[config.mk]
export PLATFORM = sky130hd
export DESIGN_NAME = instr_prefetch_queue
export DESIGN_NICKNAME = d
export VERILOG_FILES = /design/src/rtl/instr_prefetch_queue.sv
export SDC_FILE = /design/constraint.sdc
export NUM_CORES = 1
export LEC_CHECK = 0
export ABC_AREA = 1
export CAP_MARGIN = 20
export CORE_UTILIZATION = 45
export DETAILED_ROUTE_END_ITERATION = 16
export DONT_BUFFER_PORTS = 1
export HOLD_SLACK_MARGIN = 0.12
export PLACE_DENSITY = 0.63
export SLEW_MARGIN = 20
export SYNTH_ARGS = -nofsm -noshare
export SYNTH_HDL_FRONTEND = slang
export SYNTH_SLANG_ARGS = --single-unit
[constraint.sdc]
create_clock -name clk -period 4.86 [get_ports clk]
set_input_delay 1.215 -clock clk [delete_from_list [all_inputs] [get_ports clk]]
set_output_delay 1.215 -clock clk [all_outputs]
set_load 0.02 [all_outputs]
[src/rtl/instr_prefetch_queue.sv]
// -----------------------------------------------------------------------------
// instr_prefetch_queue
//
// Fetch front-end placed directly ahead of the decode stage. It issues
// sequential word fetches to instruction memory, buffers the in-order
// responses in a DEPTH-entry FIFO and hands {instr, pc} to decode. A taken
// branch/jump redirect flushes the FIFO, discards every response still in
// flight and restarts fetching at the (word-aligned) target.
//
// Optional build macro: PREFETCH_STATS_EN
//   When defined, adds stat_fetch_cnt (decode pops) and stat_flush_cnt
//   (redirect cycles). Both are 32-bit wrapping counters cleared by reset.
//
// Parameters:
//   XLEN      instruction / address width
//   DEPTH     FIFO entries and maximum outstanding requests (power of two, >= 2)
//   RESET_PC  first fetch address after reset
//
// Ports:
//   clk              clock, rising edge
//   rst              asynchronous active-high reset
//   redirect_valid   taken branch/jump this cycle
//   redirect_pc      new fetch target (bits [1:0] ignored)
//   imem_req_valid   fetch request valid
//   imem_req_addr    word-aligned fetch address
//   imem_req_ready   memory accepts the request
//   imem_rsp_valid   in-order response beat
//   imem_rsp_data    fetched instruction
//   dec_valid        FIFO head valid
//   dec_instr        head instruction (NOP when dec_valid=0)
//   dec_pc           head PC (0 when dec_valid=0)
//   dec_ready        decode not stalled
//   stat_fetch_cnt   [PREFETCH_STATS_EN] decode pop count
//   stat_flush_cnt   [PREFETCH_STATS_EN] redirect count
// -----------------------------------------------------------------------------
module instr_prefetch_queue #(
  parameter int unsigned     XLEN     = 32,
  parameter int unsigned     DEPTH    = 4,
  parameter logic [XLEN-1:0] RESET_PC = '0
) (
  input  logic            clk,
  input  logic            rst,
  input  logic            redirect_valid,
  input  logic [XLEN-1:0] redirect_pc,
  output logic            imem_req_valid,
  output logic [XLEN-1:0] imem_req_addr,
  input  logic            imem_req_ready,
  input  logic            imem_rsp_valid,
  input  logic [XLEN-1:0] imem_rsp_data,
  output logic            dec_valid,
  output logic [XLEN-1:0] dec_instr,
  output logic [XLEN-1:0] dec_pc,
  input  logic            dec_ready
`ifdef PREFETCH_STATS_EN
  ,
  output logic [31:0]     stat_fetch_cnt,
  output logic [31:0]     stat_flush_cnt
`endif
);

  // ---------------------------------------------------------------------------
  // Local parameters and types
  // ---------------------------------------------------------------------------
  localparam int unsigned CNT_W = $clog2(DEPTH + 1);  // holds 0..DEPTH
  localparam int unsigned PTR_W = $clog2(DEPTH);      // wraps modulo DEPTH
  localparam int unsigned SUM_W = CNT_W + 1;          // count + outstanding

  localparam logic [XLEN-1:0]  NOP       = XLEN'(32'h0000_0013);
  localparam logic [CNT_W-1:0] DEPTH_CNT = CNT_W'(DEPTH);
  localparam logic [SUM_W-1:0] DEPTH_SUM = SUM_W'(DEPTH);

  typedef enum logic [1:0] {
    ST_BOOT  = 2'd0,
    ST_RUN   = 2'd1,
    ST_REDIR = 2'd2
  } state_e;

  typedef struct packed {
    logic [XLEN-1:0] instr;
    logic [XLEN-1:0] pc;
  } entry_t;

  // ---------------------------------------------------------------------------
  // State
  // ---------------------------------------------------------------------------
  state_e           state_q,       state_d;
  logic [XLEN-1:0]  fetch_pc_q,    fetch_pc_d;
  logic [XLEN-1:0]  resp_pc_q,     resp_pc_d;
  logic [PTR_W-1:0] wr_ptr_q,      wr_ptr_d;
  logic [PTR_W-1:0] rd_ptr_q,      rd_ptr_d;
  logic [CNT_W-1:0] count_q,       count_d;
  logic [CNT_W-1:0] outstanding_q, outstanding_d;
  logic [CNT_W-1:0] discard_q,     discard_d;

  entry_t           fifo_mem [DEPTH];

  // ---------------------------------------------------------------------------
  // Handshake decode
  // ---------------------------------------------------------------------------
  logic            req_fire;
  logic            rsp_fire;
  logic            push;
  logic            pop;
  logic [XLEN-1:0] redirect_target;
  entry_t          head;

  // The two low target bits are dropped by design.
  logic [1:0]      unused_redirect_lsb;
  assign unused_redirect_lsb = redirect_pc[1:0];

  assign redirect_target = {redirect_pc[XLEN-1:2], 2'b00};

  // Issue only depends on registered state, never on ready or redirect, so
  // the request holds stable while memory back-pressures.
  assign imem_req_valid = (state_q == ST_RUN) &&
                          (({1'b0, count_q} + {1'b0, outstanding_q}) < DEPTH_SUM);
  assign imem_req_addr  = fetch_pc_q;

  assign req_fire = imem_req_valid && imem_req_ready;
  assign rsp_fire = imem_rsp_valid;

  assign dec_valid = (count_q != '0);
  assign pop       = dec_valid && dec_ready;

  // A beat is kept only when no stale beats remain ahead of it and no
  // redirect is flushing the queue in this very cycle.
  assign push = rsp_fire && (discard_q == '0) && !redirect_valid;

  assign head      = fifo_mem[rd_ptr_q];
  assign dec_instr = dec_valid ? head.instr : NOP;
  assign dec_pc    = dec_valid ? head.pc    : '0;

  // ---------------------------------------------------------------------------
  // Next-state logic
  // ---------------------------------------------------------------------------
  always_comb begin
    // NOTE: every signal gets a default before any branch so no path leaves
    // it unassigned; otherwise synthesis infers a latch.
    state_d       = state_q;
    fetch_pc_d    = fetch_pc_q;
    resp_pc_d     = resp_pc_q;
    wr_ptr_d      = wr_ptr_q;
    rd_ptr_d      = rd_ptr_q;
    count_d       = count_q;
    outstanding_d = outstanding_q + CNT_W'(req_fire) - CNT_W'(rsp_fire);
    discard_d     = discard_q;

    // Sequencer: BOOT and REDIR are single quiet cycles before fetching.
    unique case (state_q)
      ST_BOOT:  state_d = ST_RUN;
      ST_RUN:   state_d = ST_RUN;
      ST_REDIR: state_d = ST_RUN;
      default:  state_d = ST_BOOT;
    endcase

    // Fetch address and tag of the next kept response.
    if (req_fire) begin
      fetch_pc_d = fetch_pc_q + XLEN'(4);
    end
    if (push) begin
      resp_pc_d = resp_pc_q + XLEN'(4);
    end

    // Stale-beat bookkeeping.
    if (rsp_fire && (discard_q != '0)) begin
      discard_d = discard_q - CNT_W'(1);
    end

    // FIFO pointers and occupancy.
    if (push) begin
      wr_ptr_d = wr_ptr_q + PTR_W'(1);
    end
    if (pop) begin
      rd_ptr_d = rd_ptr_q + PTR_W'(1);
    end
    count_d = count_q + CNT_W'(push) - CNT_W'(pop);

    // Redirect overrides everything above. The pop of this cycle has already
    // been consumed by decode; every request still in flight after this edge,
    // including one accepted right now, belongs to the old path.
    if (redirect_valid) begin
      state_d    = ST_REDIR;
      fetch_pc_d = redirect_target;
      resp_pc_d  = redirect_target;
      wr_ptr_d   = '0;
      rd_ptr_d   = '0;
      count_d    = '0;
      discard_d  = outstanding_d;
    end
  end

  // ---------------------------------------------------------------------------
  // Registers
  // ---------------------------------------------------------------------------
  always_ff @(posedge clk or posedge rst) begin
    // NOTE: sequential state uses non-blocking assignments so every flop
    // samples pre-edge values regardless of statement order.
    if (rst) begin
      state_q       <= ST_BOOT;
      fetch_pc_q    <= RESET_PC;
      resp_pc_q     <= RESET_PC;
      wr_ptr_q      <= '0;
      rd_ptr_q      <= '0;
      count_q       <= '0;
      outstanding_q <= '0;
      discard_q     <= '0;
    end else begin
      state_q       <= state_d;
      fetch_pc_q    <= fetch_pc_d;
      resp_pc_q     <= resp_pc_d;
      wr_ptr_q      <= wr_ptr_d;
      rd_ptr_q      <= rd_ptr_d;
      count_q       <= count_d;
      outstanding_q <= outstanding_d;
      discard_q     <= discard_d;
    end
  end

  // NOTE: the storage array has no reset; count_q alone says which entries
  // are meaningful, and the head is masked to NOP/0 whenever it is empty.
  always_ff @(posedge clk) begin
    if (push) begin
      fifo_mem[wr_ptr_q] <= '{instr: imem_rsp_data, pc: resp_pc_q};
    end
  end

  // ---------------------------------------------------------------------------
  // Optional statistics
  // ---------------------------------------------------------------------------
`ifdef PREFETCH_STATS_EN
  logic [31:0] fetch_cnt_q, fetch_cnt_d;
  logic [31:0] flush_cnt_q, flush_cnt_d;

  always_comb begin
    fetch_cnt_d = fetch_cnt_q + 32'(pop);
    flush_cnt_d = flush_cnt_q + 32'(redirect_valid);
  end

  always_ff @(posedge clk or posedge rst) begin
    if (rst) begin
      fetch_cnt_q <= '0;
      flush_cnt_q <= '0;
    end else begin
      fetch_cnt_q <= fetch_cnt_d;
      flush_cnt_q <= flush_cnt_d;
    end
  end

  assign stat_fetch_cnt = fetch_cnt_q;
  assign stat_flush_cnt = flush_cnt_q;
`endif

  // ---------------------------------------------------------------------------
  // Invariants
  // ---------------------------------------------------------------------------
  // The issue rule caps count + outstanding at DEPTH, so a kept beat can never
  // meet a full FIFO unless the same cycle also frees a slot.
  a_no_fifo_overflow: assert property (@(posedge clk) disable iff (rst)
    !(push && !pop && (count_q == DEPTH_CNT)));

  a_no_outstanding_underflow: assert property (@(posedge clk) disable iff (rst)
    !(rsp_fire && (outstanding_q == '0)));

  a_no_outstanding_saturate: assert property (@(posedge clk) disable iff (rst)
    !(req_fire && !rsp_fire && (outstanding_q == DEPTH_CNT)));

  a_discard_within_outstanding: assert property (@(posedge clk) disable iff (rst)
    discard_q <= outstanding_q);

endmodule
### After elaboration in Yosys (flattened, before gate mapping)

Memories as Yosys holds them, arrays and structs flattened.
Index checks and enable logic that the tools add are counted.

* latch bits: 0
* memories kept: 1
* bits of input ports: 70
* logic and storage cells: 55
* register bits after elaboration: 79
* RAM bits: 256
* output and inout port bits: 98
* bits in read-only memories: 0

* reductions and logical operators: 16
* magnitude comparators: 1
* bitwise logic cells: 0
* equality and inequality tests: 2
* muxes and demuxes: 17
* shift-type cells: 0
* div/mod/pow operators: 0
* add/subtract/negate cells: 10
* $mul: 0

Memory list
* fifo_mem: words 4, width 64, rd ports 1, clocked after Yosys merged registers in 0, write ports 1, line 95 `entry_t fifo_mem [DEPTH];`

Operator list (number)
* $mux W32: 6
* $add A32 B3 Y32 const B: 2
* $mux W2: 5
* $mux W3: 3
* $reduce_bool A2 Y1: 4
* $add A3 B1 Y3: 2
* $logic_and A1 B1 Y1: 6
* $reduce_bool A3 Y1: 2
* $sub A3 B1 Y3: 2
* $add A2 B1 Y2 const B: 2
* $add A3 B3 Y4: 1
* $lt A4 B3 Y1 const B: 1
* $logic_not A3 Y1: 1
* $mux W1: 3
* $reduce_or A3 Y1: 1
* $sub A3 B1 Y3 const B: 1
* $eq A2 B1 Y1 const B: 1
* $eq A2 B2 Y1 const B: 1
* $logic_not A2 Y1: 1
* $logic_not A1 Y1: 1

### Depth between registers and ports, before layout

Gate-level depths: netlist of the first run.

* depth in word-level cells: 7
* gate-level depth with buffers: 15
* gate-level depth less buffers: 14

### Worst setup path before layout of the first run

OpenSTA, ideal clock, no wires.

* path kind: input-to-reg
* start: input port redirect_valid
* end: memory fifo_mem[0][10] (netlist name) (enable)
* library setup time: 0.482 ns
* buffers on the path: 2
* cell stages on the path: 5
* data arrival time: 4.304 ns
* slack: 0.074 ns
* data required time: 4.378 ns
* path through: buf_2 inv_2 nand2_1 buf_2 nor2_1

* word-level cells in the longest chain between the ends: 4

Ends and longest elaborated chain
* start, declared: line 43 `input logic redirect_valid,`
* $logic_not A1 Y1: line 127 `assign push = rsp_fire && (discard_q == '0) && !redirect_valid;`
* $logic_and A1 B1 Y1: line 127
* $mux W1: line 222 `if (push) begin`
* $mux W1 (not written as such): line 223 `fifo_mem[wr_ptr_q] <= '{instr: imem_rsp_data, pc: resp_pc_q};`
* end, declared: line 95

No other way between the ends.

### Final worst setup path of the first run

* start: register rd_ptr_q[0]
* end: output port dec_instr[4]

* word-level cells in the longest chain between the ends: 2

Ends and longest elaborated chain
* start, declared: line 90 `logic [PTR_W-1:0] rd_ptr_q, rd_ptr_d;`
* start signal, assigned: line 212 `rd_ptr_q <= rd_ptr_d;`
* $mem_v2 Z4 W64
* $mux W32: line 130 `assign dec_instr = dec_valid ? head.instr : NOP;`
* end, declared: line 51 `output logic [XLEN-1:0] dec_instr,`

No other way between the ends.

==> results of run 1 <==
layer usage:
layer	part of all wire, %	wire (µm)	vias to the layer above	track usage (%)
met3	8.3	2870	44	5.08
met4	1.7	568	2	5.33
met1	43	14600	4862	27.2
li1	-	-	4926	-
met5	0.041	14	-	0
met2	47	16300	353	34.3
flip-flops by register name, summed over array words and instances, names as in the netlist:
name,count
rd_ptr_q,2
fifo_mem,248
state_q,2
outstanding_q,3
resp_pc_q,30
discard_q,3
imem_req_addr,30
wr_ptr_q,2
count_q,3
per-stage QoR:
stage                     util [%]  worst slack, ns  hold WS (ns)  area [µm²]  total power [mW]
after CTS                     51.2            0.792         0.440       16300              8.29
after floorplan                  -           0.0740         0.419       14700              5.08
after detailed placement      47.6             1.34         0.432       15200              5.63
final                         51.2            0.851         0.437       16300              8.20
after global placement        47.6             1.37         0.424       15200              5.59
after global routing          51.2            0.686         0.474       16300              8.61
layout make-up:
type	instances	area, µm²	area share [%]
repair buffers	18	185	1.13
clock buffers	44	952	5.83
clock inverters	22	210	1.29
multi-input cells	972	4730	29.0
well taps	435	544	3.33
inverters	99	372	2.28
flip-flops and latches	323	9330	57.2
cell usage after synthesis, types with 2 or more instances:
cell type	n	area share, %
nor2_1	303	7.7
edfxtp_1	248	51
nand2_1	219	5.6
o21ai_0	153	5.2
inv_1	92	2.3
nand3_1	88	3.0
a21oi_1	78	2.7
dfrtp_1	75	13
clkbuf_1	31	0.79
buf_2	23	0.78
xor2_1	17	1.0
nor2_4	15	1.1
ha_1	14	1.2
buf_4	12	0.61
nand4_1	10	0.42
nor3_1	10	0.34
o211ai_1	10	0.51
nor2_2	9	0.38
inv_2	7	0.18
o21ai_1	5	0.17
xnor2_1	4	0.24
a31oi_1	3	0.13
nand2_2	3	0.13
nand2_4	3	0.23
nand3b_1	3	0.15
a21oi_2	2	0.12
fa_1	2	0.27
nand3_2	2	0.14
nor3_2	2	0.14
o21bai_1	2	0.10
o311ai_0	2	0.12
o311ai_1	2	0.12
critical path: cells and delay by family, from the launching register on:
kind	cells	cell delay, ns
flops	1	0.62
simple gates	1	0.07
buf+inv	2	0.86
compound gates	1	0.71
cell families after synthesis:
kind of cell    share of synthesized area, %
flops                                   63.3
other cells                           0.0255
simple gates                            19.9
xor+xnor                                1.25
compound gates                          9.17
fa+ha+maj                               1.46
buf+inv                                 4.81
worst min path at each step:
| stage | startpoint | end | slack (ns) | depth (start not counted) |
|---|---|---|---|---|
| after floorplan | state_q[0] | state_q[0] | 0.42 | 1 |
| final | state_q[0] | state_q[0] | 0.44 | 1 |
| after global routing | state_q[0] | state_q[0] | 0.47 | 1 |
| after detailed placement | state_q[0] | state_q[0] | 0.43 | 1 |
| after global placement | state_q[0] | state_q[0] | 0.42 | 1 |
| after CTS | state_q[0] | state_q[0] | 0.44 | 1 |
layout by cell type (no fill, tap or decap), types with 17 or more instances in the layout:
master,count
edfxtp_1,248
nor2_4,19
nand2_1,219
nand3_1,88
o21ai_0,153
inv_1,91
nor2_1,299
clkbuf_16,37
dfrtp_1,73
xor2_1,17
a21oi_1,78
where the power goes:
group / leakage, nW / internal [mW] / switching, mW
clock: 0.562 / 1.57 / 1.08
combinational: 2.46 / 0.466 / 1.57
sequential: 3.15 / 3.21 / 0.301
==> impl_metrics.tcl, run 1 <==
set metrics [dict create \
    cts-resized-gates 0 \
    required_ns 3.64 \
    cts_tree "done" \
    start_kind "flop" \
    die_w_um 183 \
    drc 0 \
    coreArea_mm2 0.0319 \
    synth_ff_type "edfxtp_1" \
    crit_end "dec_instr[4]" \
    timing.rr.start "discard_q[0]" \
    port_buffers 0 \
    grt_pass1_wl_mm 53.3 \
    die_h_um 183 \
    report.final.slew_viol_count 0 \
    grt_pass1_vias 9596 \
    dr_total_vias 10200 \
    ioPinCount 168 \
    crit_chain "inv_2, buf_4, nor2_1, o311ai_1" \
    finalHoldViolations 0 \
    drtIter0Drc 746 \
    tns_ns 0 \
    stdcell_count 1913 \
    worst_r2r_path_depth 9 \
    layout_min_cycle_time_ns 4.01 \
    power_leakage_nw 6.17 \
    ir_drop_mv 0.313 \
    ys_async_sr_fraction_pct 23.2 \
    synth_cell_types 42 \
    n_fill_cell 2834 \
    p_per_area_mw_per_mm2 503 \
    grt_max_degree 63 \
    dp_hpwl_mm 21.0 \
    avgSynthCellArea_um2 10.1 \
    max_freq_mhz 249 \
    ctsLongestPathBuffers 3 \
    synth_warnings 0 \
    cap_viol_max_count 0 \
    cts_setup_buffers 0 \
    diodes 0 \
    grtUsageTotal_pct 20.7 \
    rsz0062_at_grt "false" \
    hold_class "flop to flop" \
    worst_slew_pin_slew_ns 1.06 \
    drive_gt1_share_pct 8.66 \
    fin_crit_sh_pct 82.5 \
    synth_area_mm2 0.0147 \
    area_delta_synth_final_pct 10.9 \
    slew_headroom_pct 29.2 \
    ant_nets 0 \
    slowest_delay_ns 0.71 \
    synth-edff-count 248 \
    gp_congestion 0.822 \
    crit_slowest_cell "o311ai_1" \
    routed_wl_mm 34.4 \
    cp.arrival_ns 2.79 \
    synth_seq_cells 323 \
    gr-total-overflow 0 \
    holdBufCountCts 0 \
    dieArea_mm2 0.0334 \
    status "completed" \
    clk_pin_slew_ns 0.06 \
    cts_buffers 36 \
    wire_per_inst_um 18.0 \
    nNetsFinal 1536 \
    cts_num_sinks 323 \
    rows 65 \
    crit_start "rd_ptr_q[0]" \
    worstSkewPairLatency_ns 0.52 \
    drt-pass1-iter-count 6 \
    setup_viol 0 \
    ys_seq_area_share_pct 63.3 \
    place_inst 1847 \
    start_util_pct 46.2 \
    htreeDepth 2 \
    viasPerCell 5.33 \
    netlist_instances 1459 \
    cp_max_fo 39 \
    clockRootBuffer "clkbuf_16" \
    timing.rr.end "fifo_mem[0][61]" \
    worstSetupEndpointType "primary output" \
    finalClockSkew_ns 0.0212 \
    antenna_found_initial 1 \
    r2r_setup_slack_ns 1.99 \
    crit_type "flop to primary output" \
]
Note: power is estimated with default switching activity, not from simulation.
==> run 2: changes to the inputs <==
- clock period: 4.86 -> 4.1 ns (I/O delays scaled with it)
==> run 2 against run 1 <==
Utilization increased by 1.2 points. Combinational power rose by 41%. Sequential share of layout area is 1.3 points lower. Clock skew barely moved. Routed wire length rose by 0.50%. Die area is the same. Total power increased by 24%. Setup slack worse by 0.35 ns. Global-route usage grew 0.11 points. First-iteration DRC count increased by 4.0%. Sequential power up 18%.
==> impl_metrics.tcl, run 2 (synthesized netlist as in run 1, its figures left out) <==
set metrics [dict create \
    status "completed" \
    grt_max_degree 126 \
    finalClockSkew_ns 0.0211 \
    slowest_delay_ns 0.55 \
    required_ns 3.07 \
    place_ws_ns 0.991 \
    nNetsFinal 1586 \
    slew_headroom_pct 37.5 \
    layout.cells.most_common_list "nor2_1 (299), edfxtp_1 (248), nand2_1 (219)" \
    drive_gt1_share_pct 11.2 \
    start_util_pct 46.2 \
    die_h_um 183 \
    crit_slowest_cell "inv_2" \
    r2r_setup_slack_ns 1.22 \
    crit_chain "nor2_1, nand2_1, buf_4, inv_2, buf_4, a21oi_1, buf_4" \
    drtIter0Drc 776 \
    drc 0 \
    gr-total-overflow 0 \
    fin_crit_sh_pct 87.8 \
    grt_pass1_vias 9942 \
    start_kind "flop" \
    timing.rr.start "count_q[2]" \
    p_per_area_mw_per_mm2 607 \
    layout_min_cycle_time_ns 3.60 \
    die_w_um 183 \
    holdWs_ns 0.437 \
    rsz0062_at_grt "false" \
    ir_drop_mv 0.264 \
    grt_pass1_wl_mm 53.9 \
    min-delay-start "state_q[1]" \
    p_total_mw 10.1 \
    antenna_found_initial 1 \
    worstSetupEndpointType "primary output" \
    max_freq_mhz 278 \
    finalHoldViolations 0 \
    ioPinCount 168 \
    worstSkewPairLatency_ns 0.52 \
    worst_r2r_path_depth 12 \
    cap_viol_max_count 0 \
    ant_nets 0 \
    coreArea_mm2 0.0319 \
    clk_pin_slew_ns 0.06 \
    fin_ws_ns 0.501 \
    port_buffers 0 \
    clockRootBuffer "clkbuf_16" \
    drt-pass1-iter-count 5 \
    hold_class "flop to flop" \
    cp.arrival_ns 2.57 \
    largest_register_ffs 248 \
    dp_hpwl_mm 21.3 \
    wire_per_inst_um 17.7 \
    grtUsageTotal_pct 20.8 \
    timing.rr.end "discard_q[2]" \
    viasPerCell 5.27 \
    cts-resized-gates 0 \
    dr_total_vias 10300 \
    cts_buffers 36 \
    dieArea_mm2 0.0334 \
    htreeDepth 2 \
    area_delta_synth_final_pct 13.5 \
    setup_viol 0 \
    crit_path_frequent_cell "buf_4" \
    crit_type "flop to primary output" \
    rows 65 \
    ctsLongestPathBuffers 3 \
    hold_path_end "state_q[0]" \
    holdBufCountCts 0 \
    n_fill_cell 2853 \
    cts_setup_buffers 0 \
    report.final.slew_viol_count 0 \
    cp_max_fo 30 \
    worst_slew_pin_slew_ns 0.937 \
    routed_wl_mm 34.6 \
    final_common_cell "nor2_1" \
    power_leakage_nw 6.43 \
    gp_congestion 0.844 \
    hold_depth 1 \
    cts_num_sinks 323 \
    diodes 0 \
    cts_tree "done" \
    largest_register "fifo_mem" \
]
run 2: changes by cell type in the layout (fill, tap and decap cells not counted), sizes merged:
cell | before | now
buf | 18 | 68
clkinvlp | 4 | 1
clkbuf | 44 | 42
clkinv | 11 | 14
bufinv | 3 | 4
inv | 103 | 100
run 2: critical path, delay by kind of cell (launching register included):
family / cells / cell delay, ns
AOI/OAI and AO/OA: 1 / 0.10
buffers and inverters: 4 / 1.34
DFF: 1 / 0.44
and+or+nand+nor: 2 / 0.17
run 2: power by group:
part	internal, mW	switching [mW]
Sequential	3.80	0.335
Combinational	0.920	1.96
Clock	1.88	1.25
Total	6.60	3.54
run 2: final cells by class:
type	instances	area [µm²]	share of cell area, %
Sequential cell	323	9330	55.9
Multi-Input combinational cell	972	4730	28.3
Clock buffer	42	933	5.59
Timing Repair Buffer	68	589	3.53
Tap cell	435	544	3.26
Inverter	99	372	2.22
Clock inverter	20	206	1.24
run 2: per-layer routing:
metal	GRT usage [%]	up-vias	part of all wire (%)	wire, µm
met5	0	-	0.052	18
met3	4.88	50	7.3	2520
met4	5.53	2	1.9	668
li1	-	5012	-	-
met1	27.5	4947	44	15100
met2	34.3	311	47	16300
run 2: worst max path at each step:
stage	startpoint	end	slack, ns	depth (start not counted)
2_1_floorplan	redirect_valid	fifo_mem[0][10]	-0.50	5
3_3_place_gp	count_q[1]	dec_pc[6]	0.99	7
3_5_place_dp	count_q[1]	dec_pc[6]	0.99	7
4_1_cts	count_q[1]	dec_pc[6]	0.45	7
5_1_grt	count_q[1]	dec_pc[6]	0.33	7
6_report	count_q[1]	dec_pc[6]	0.50	7
run 2: metrics by stage:
step / TNS [ns] / utilization (%) / instance area [µm²] / std cells
floorplan: -123.00 / - / 14700 / 1462
global placement: 0 / 48.8 / 15600 / 1897
detailed placement: 0 / 48.8 / 15600 / 1897
CTS: 0 / 52.4 / 16700 / 1959
global route: 0 / 52.4 / 16700 / 1959
finish: 0 / 52.4 / 16700 / 1959
